==> src/rtl/mem_arbiter_rr.sv <==
// N-port arbiter between the L1 caches and the single physical-memory port.
// Round-robin or fixed-priority (highest index wins) grant policy, registered
// grant id, combinational request/response routing for the granted port.
module mem_arbiter_rr #(
  parameter int NUM_PORTS  = 2,
  parameter int ADDR_WIDTH = 16,
  parameter int DATA_WIDTH = 128,
  parameter int RR_MODE    = 1,
  parameter int GID_W      = $clog2(NUM_PORTS)
) (
  input  logic                             clk,
  input  logic                             rst_n,
  input  logic [NUM_PORTS-1:0]             port_read,
  input  logic [NUM_PORTS-1:0]             port_write,
  input  logic [NUM_PORTS*ADDR_WIDTH-1:0]  port_address,
  input  logic [NUM_PORTS*DATA_WIDTH-1:0]  port_wdata,
  output logic [NUM_PORTS-1:0]             port_resp,
  output logic [DATA_WIDTH-1:0]            port_rdata,
  output logic                             pmem_read,
  output logic                             pmem_write,
  output logic [ADDR_WIDTH-1:0]            pmem_address,
  output logic [DATA_WIDTH-1:0]            pmem_wdata,
  input  logic                             pmem_resp,
  input  logic [DATA_WIDTH-1:0]            pmem_rdata,
  output logic                             grant_valid,
  output logic [GID_W-1:0]                 grant_id
);

  typedef enum logic {IDLE, BUSY} state_t;

  state_t                 state, state_nxt;
  logic [GID_W-1:0]       gid_nxt;
  logic [GID_W-1:0]       rr_ptr, rr_nxt;
  logic [GID_W-1:0]       ptr_after;
  logic [NUM_PORTS-1:0]   req;
  logic [NUM_PORTS-1:0]   sel_oh;
  logic [NUM_PORTS-1:0]   req_masked;
  logic                   req_g;

  // Winner over req. The request vector is rotated so that index 0 of the
  // rotated view is the RR start point; in fixed mode the rotation is zero
  // and the highest requesting index wins instead.
  function automatic logic [GID_W-1:0] arb_pick(input logic [NUM_PORTS-1:0] r,
                                                input logic [GID_W-1:0]     start);
    logic [GID_W-1:0]     rot;
    logic [NUM_PORTS-1:0] rr_view;
    logic [GID_W-1:0]     w;
    rot     = (RR_MODE != 0) ? start : '0;
    rr_view = NUM_PORTS'({r, r} >> rot);
    w       = '0;
    if (RR_MODE != 0) begin
      for (int unsigned i = NUM_PORTS; i > 0; i--) begin
        if (rr_view[i-1]) w = GID_W'((32'(rot) + i - 1) % NUM_PORTS);
      end
    end else begin
      for (int unsigned i = 0; i < NUM_PORTS; i++) begin
        if (rr_view[i]) w = GID_W'(i);
      end
    end
    return w;
  endfunction

  assign req         = port_read | port_write;
  assign grant_valid = (state == BUSY);
  assign port_rdata  = pmem_rdata;
  assign ptr_after   = GID_W'((32'(grant_id) + 1) % NUM_PORTS);

  // One-hot decode of the current grant, used for masking and muxing.
  always_comb begin
    sel_oh = '0;
    for (int unsigned i = 0; i < NUM_PORTS; i++) begin
      sel_oh[i] = (grant_id == GID_W'(i));
    end
  end

  assign req_masked = req & ~sel_oh;
  assign req_g      = |(req & sel_oh);

  // Next-state: grant in IDLE, back-to-back handoff on response, abort on strobe drop.
  always_comb begin
    state_nxt = state;
    gid_nxt   = grant_id;
    rr_nxt    = rr_ptr;
    case (state)
      IDLE: begin
        if (|req) begin
          gid_nxt   = arb_pick(req, rr_ptr);
          state_nxt = BUSY;
        end
      end
      BUSY: begin
        if (pmem_resp) begin
          // Re-arbitration starts from the advanced pointer so the finishing
          // port goes to the back of the queue immediately.
          if (RR_MODE != 0) rr_nxt = ptr_after;
          if (|req_masked) begin
            gid_nxt = arb_pick(req_masked, ptr_after);
          end else begin
            state_nxt = IDLE;
          end
        end else if (!req_g) begin
          state_nxt = IDLE;
        end
      end
      default: state_nxt = IDLE;
    endcase
  end

  // State, grant and round-robin pointer registers.
  always_ff @(posedge clk) begin
    if (!rst_n) begin
      state    <= IDLE;
      grant_id <= '0;
      rr_ptr   <= '0;
    end else begin
      state    <= state_nxt;
      grant_id <= gid_nxt;
      rr_ptr   <= rr_nxt;
    end
  end

  // Route the granted port to pmem and pmem_resp back; write wins over read.
  always_comb begin
    pmem_read    = 1'b0;
    pmem_write   = 1'b0;
    pmem_address = '0;
    pmem_wdata   = '0;
    port_resp    = '0;
    if (state == BUSY) begin
      for (int unsigned i = 0; i < NUM_PORTS; i++) begin
        if (sel_oh[i]) begin
          pmem_write   = port_write[i];
          pmem_read    = port_read[i] & ~port_write[i];
          pmem_address = port_address[i*ADDR_WIDTH +: ADDR_WIDTH];
          pmem_wdata   = port_wdata[i*DATA_WIDTH +: DATA_WIDTH];
          port_resp[i] = pmem_resp;
        end
      end
    end
  end

endmodule

==> config.mk <==
export PLATFORM = sky130hd
export DESIGN_NAME = mem_arbiter_rr
export DESIGN_NICKNAME = d
export VERILOG_FILES = /design/src/rtl/mem_arbiter_rr.sv
export SDC_FILE = /design/constraint.sdc
export NUM_CORES = 1
export LEC_CHECK = 0
export ABC_CLOCK_PERIOD_IN_PS = 2400
export BUFFER_PORTS_ARGS = -buffer_cell sky130_fd_sc_hd__buf_2
export CORE_AREA = 4 4 270 272
export CTS_CLUSTER_DIAMETER = 150
export DETAILED_ROUTE_END_ITERATION = 7
export DIE_AREA = 0 0 274 276
export PLACE_DENSITY = 0.3
export RECOVER_POWER = 100
export SLEW_MARGIN = 15
export SYNTH_ARGS = -nofsm -noshare
export SYNTH_HDL_FRONTEND = slang
export SYNTH_SLANG_ARGS = --single-unit
==> constraint.sdc <==
create_clock -name clk -period 2.4 [get_ports clk]
set_input_delay 0.36 -clock clk [delete_from_list [all_inputs] [get_ports clk]]
set_output_delay 0.36 -clock clk [all_outputs]
set_load 0.1 [all_outputs]
==> impl_results.md <==
- Pre-antenna DRT Iters: 4
- Iter 0 DRT Violations: 49
- Leak: 3.04 nW
- Grt ovf: 0
- Post-Syn Instances: 481
- Vias: 4413
- Max-cap violations: 0
- P_sw: 0.00239 W
- Post-Place Setup Slack: 0.200 ns
- Worst-Skew Late Latency: 0.23 ns
- Clock Sinks: 3
- Gp weighted congestion: 0.751
- Clock power frac: 0.075
- TritonCTS Buffers: 3
- Worst-path fanout max: 30
- Max Root-Sink Buffers: 2
- P_int: ~0.0012 W
- Fill cells: approximately 8.4k
- Netlist Area Pre-Place: 3400 µm²
- Critical path class: reg2out
- Height of the die: 276 µm
- Vias per cell: 2.53
- GR Util All Layers: 0.0495
- Least-Margin Pin Slew: 1.17 ns
- Drt total wl: approximately 21000 µm
- Netlist cell types: 20
- Placement row count: 98
- Core area: 70800 µm²
- Synth area leader: mux2i_1
- Yosys warns: 0
- Post-synth EDFFs: 0
- Area Overhead vs Synth: 107%
- Combinational Power Share: 0.904
- Setup TNS: 0 ns
- Mapped Nets: 904
- # nets final: ~1.2k
- Final period util: 0.953
- Top-count cell post-synth: nor2_1
- Sequential area share after synthesis: 0.0176
- First-pass GRT wire length: 28900 µm
- Critical Path End Type: output pin
- Initial antenna violation count: 7
- H-tree depth: 1
- Layout cells sized above 1: 0.657
- Util after Layout: 0.0995
- Yosys reg bits: 3
- Final worst setup slack: 0.113 ns
- Die Footprint: 75600 µm²
- Most used DFF post-synth: dfxtp_1
- Switch share: 0.667
- Clk slew on worst S/H paths: approximately 0.03 ns
- Fmax: 437 MHz
- Reg power frac: 0.021
- Most common library cells after synthesis: nor2_1 (152), mux2i_1 (146), buf_4 (133), buf_6 (11), buf_2 (9)
- Data required time of the worst path: between 2 and 2.5 ns
- CP arrival: 1.93 ns
- IO Count: 701
- CTS tree: done
- Final Hold Viols: 0
- Mean Syn Cell Area: 7.08 µm²
- Slew Limit Fails: 0
- Max VDD drop: between 300 and 400 µV
- Routed Antenna Nets: 0
- Largest net degree at the start of global routing: 46
- CTS root buffer: clkbuf_16
- DR WL/cell: 12.2 µm
- CP Launch Type: flip-flop
- Initial Util: 0.0481
- Clock Skew: 0.000500 ns
- Status: finished clean
- Hold Path Class: in2reg
- RSZ-0062 raised after global routing: false
- Chip width: 274 µm
- Async SR Flop Fraction: 0
- # hold bufs at CTS: 0
- Post-synth top area share: 0.429
- Minimum clock period: 2.29 ns
- Relative slew slack: 0.225
- Via count of the first global-routing pass: 4754
- Final setup viols: 0
- Pwr/cell area: 509 nW/µm²
- Top cells by area, synth: mux2i_1 (43%), buf_4 (29%), nor2_1 (17%)
- Dpl hpwl: 18600 µm
- Drt drc: 0
- Reg2reg setup slack: 0.74 ns
- Port bufs: 444
-- layout make-up --
class / instances / area (µm²) / area share
Inverter: 3 / 18.8 / 0.00266
Antenna cell: 4 / 10.0 / 0.00142
Multi-Input combinational cell: 314 / 2350 / 0.334
Tap cell: 950 / 1190 / 0.169
Sequential cell: 3 / 63.8 / 0.00906
Clock buffer: 4 / 78.8 / 0.0112
Timing Repair Buffer: 467 / 3330 / 0.473
-- cell usage in the layout (no fill, tap or decap), types with 2 or more instances in the layout --
| cell | synthesis | final |
|---|---|---|
| a21oi_1 | 4 | 4 |
| buf_12 | 0 | 54 |
| buf_2 | 9 | 296 |
| buf_4 | 133 | 15 |
| buf_6 | 11 | 2 |
| clkbuf_1 | 1 | 3 |
| clkbuf_16 | 0 | 3 |
| clkbuf_2 | 0 | 44 |
| clkbuf_4 | 0 | 54 |
| dfxtp_1 | 3 | 2 |
| diode_2 | 0 | 4 |
| inv_1 | 3 | 2 |
| mux2i_1 | 146 | 145 |
| nand2_1 | 4 | 4 |
| nor2_1 | 152 | 104 |
| nor2_2 | 0 | 27 |
| nor2_4 | 0 | 21 |
-- power groups by stage --
stage          Clock (W)  Combinational [W]  Sequential (W)
2_1_floorplan          0            0.00336       0.0000855
3_3_place_gp           0            0.00361       0.0000801
3_5_place_dp           0            0.00361       0.0000801
4_1_cts         0.000272            0.00361       0.0000795
5_1_grt         0.000278            0.00338       0.0000807
6_report        0.000268            0.00324       0.0000770
-- layer usage --
metal | global-route usage | wire [µm] | vias to the layer above | part of all wire
li1 | - | - | 2083 | -
met1 | 0.0462 | 7010 | 1845 | 0.33
met2 | 0.0940 | 10400 | 393 | 0.49
met3 | 0.0183 | 2700 | 92 | 0.13
met4 | 0.0240 | 1190 | 0 | 0.056
met5 | 0 | 0 | - | 0
-- worst paths after layout --
check	from	to	depth (start not counted)
worst max-delay path	grant_id$_SDFFE_PN0P_	pmem_wdata[44]	5
worst min-delay path	rst_n	grant_id$_SDFFE_PN0P_	3
worst max register to register	grant_id$_SDFFE_PN0P_	grant_id$_SDFFE_PN0P_	4
worst min register to register	rr_ptr$_SDFFE_PN0P_	rr_ptr$_SDFFE_PN0P_	2
-- cells by family (layout without fill, tap and decap cells) --
kind of cell / Yosys count / after routing / share of synthesized area
multiplexers: 146 / 146 / 0.429
buffers and inverters: 164 / 474 / 0.358
other: 0 / 4 / 0
flip-flops: 3 / 3 / 0.0176
XOR/XNOR: 1 / 1 / 0.00257
AND/OR/NAND/NOR: 158 / 158 / 0.175
AO/OA/AOI/OAI: 9 / 9 / 0.0165
-- sequential cells by signal (all words and copies together) (netlist names) --
signal,cells
grant_id,1
grant_valid,1
rr_ptr,1
-- critical path, cell delays in order, from the launching register on --
cell	delay [ns]
dfxtp_4	0.53
buf_12	0.29
buf_4	0.21
mux2i_2	0.33
nor2_1	0.07
buf_4	0.24
-- what timing repair did --
item	CTS	global route
setup buffers	0	0
endpoints found under the setup margin	1	0
gates resized for setup	1	0
-- metrics by stage --
stage / area (µm²) / hold WS, ns / std cells / total power [W]
final: 7040 / 0.426 / 1745 / 0.00358
after global placement: 7820 / 0.502 / 1737 / 0.00369
after CTS: 7910 / 0.435 / 1741 / 0.00396
after floorplan: 3750 / 0.481 / 481 / 0.00345
after detailed placement: 7820 / 0.509 / 1737 / 0.00369
after global routing: 7040 / 0.456 / 1742 / 0.00374
(Power assumes the default switching activity.)
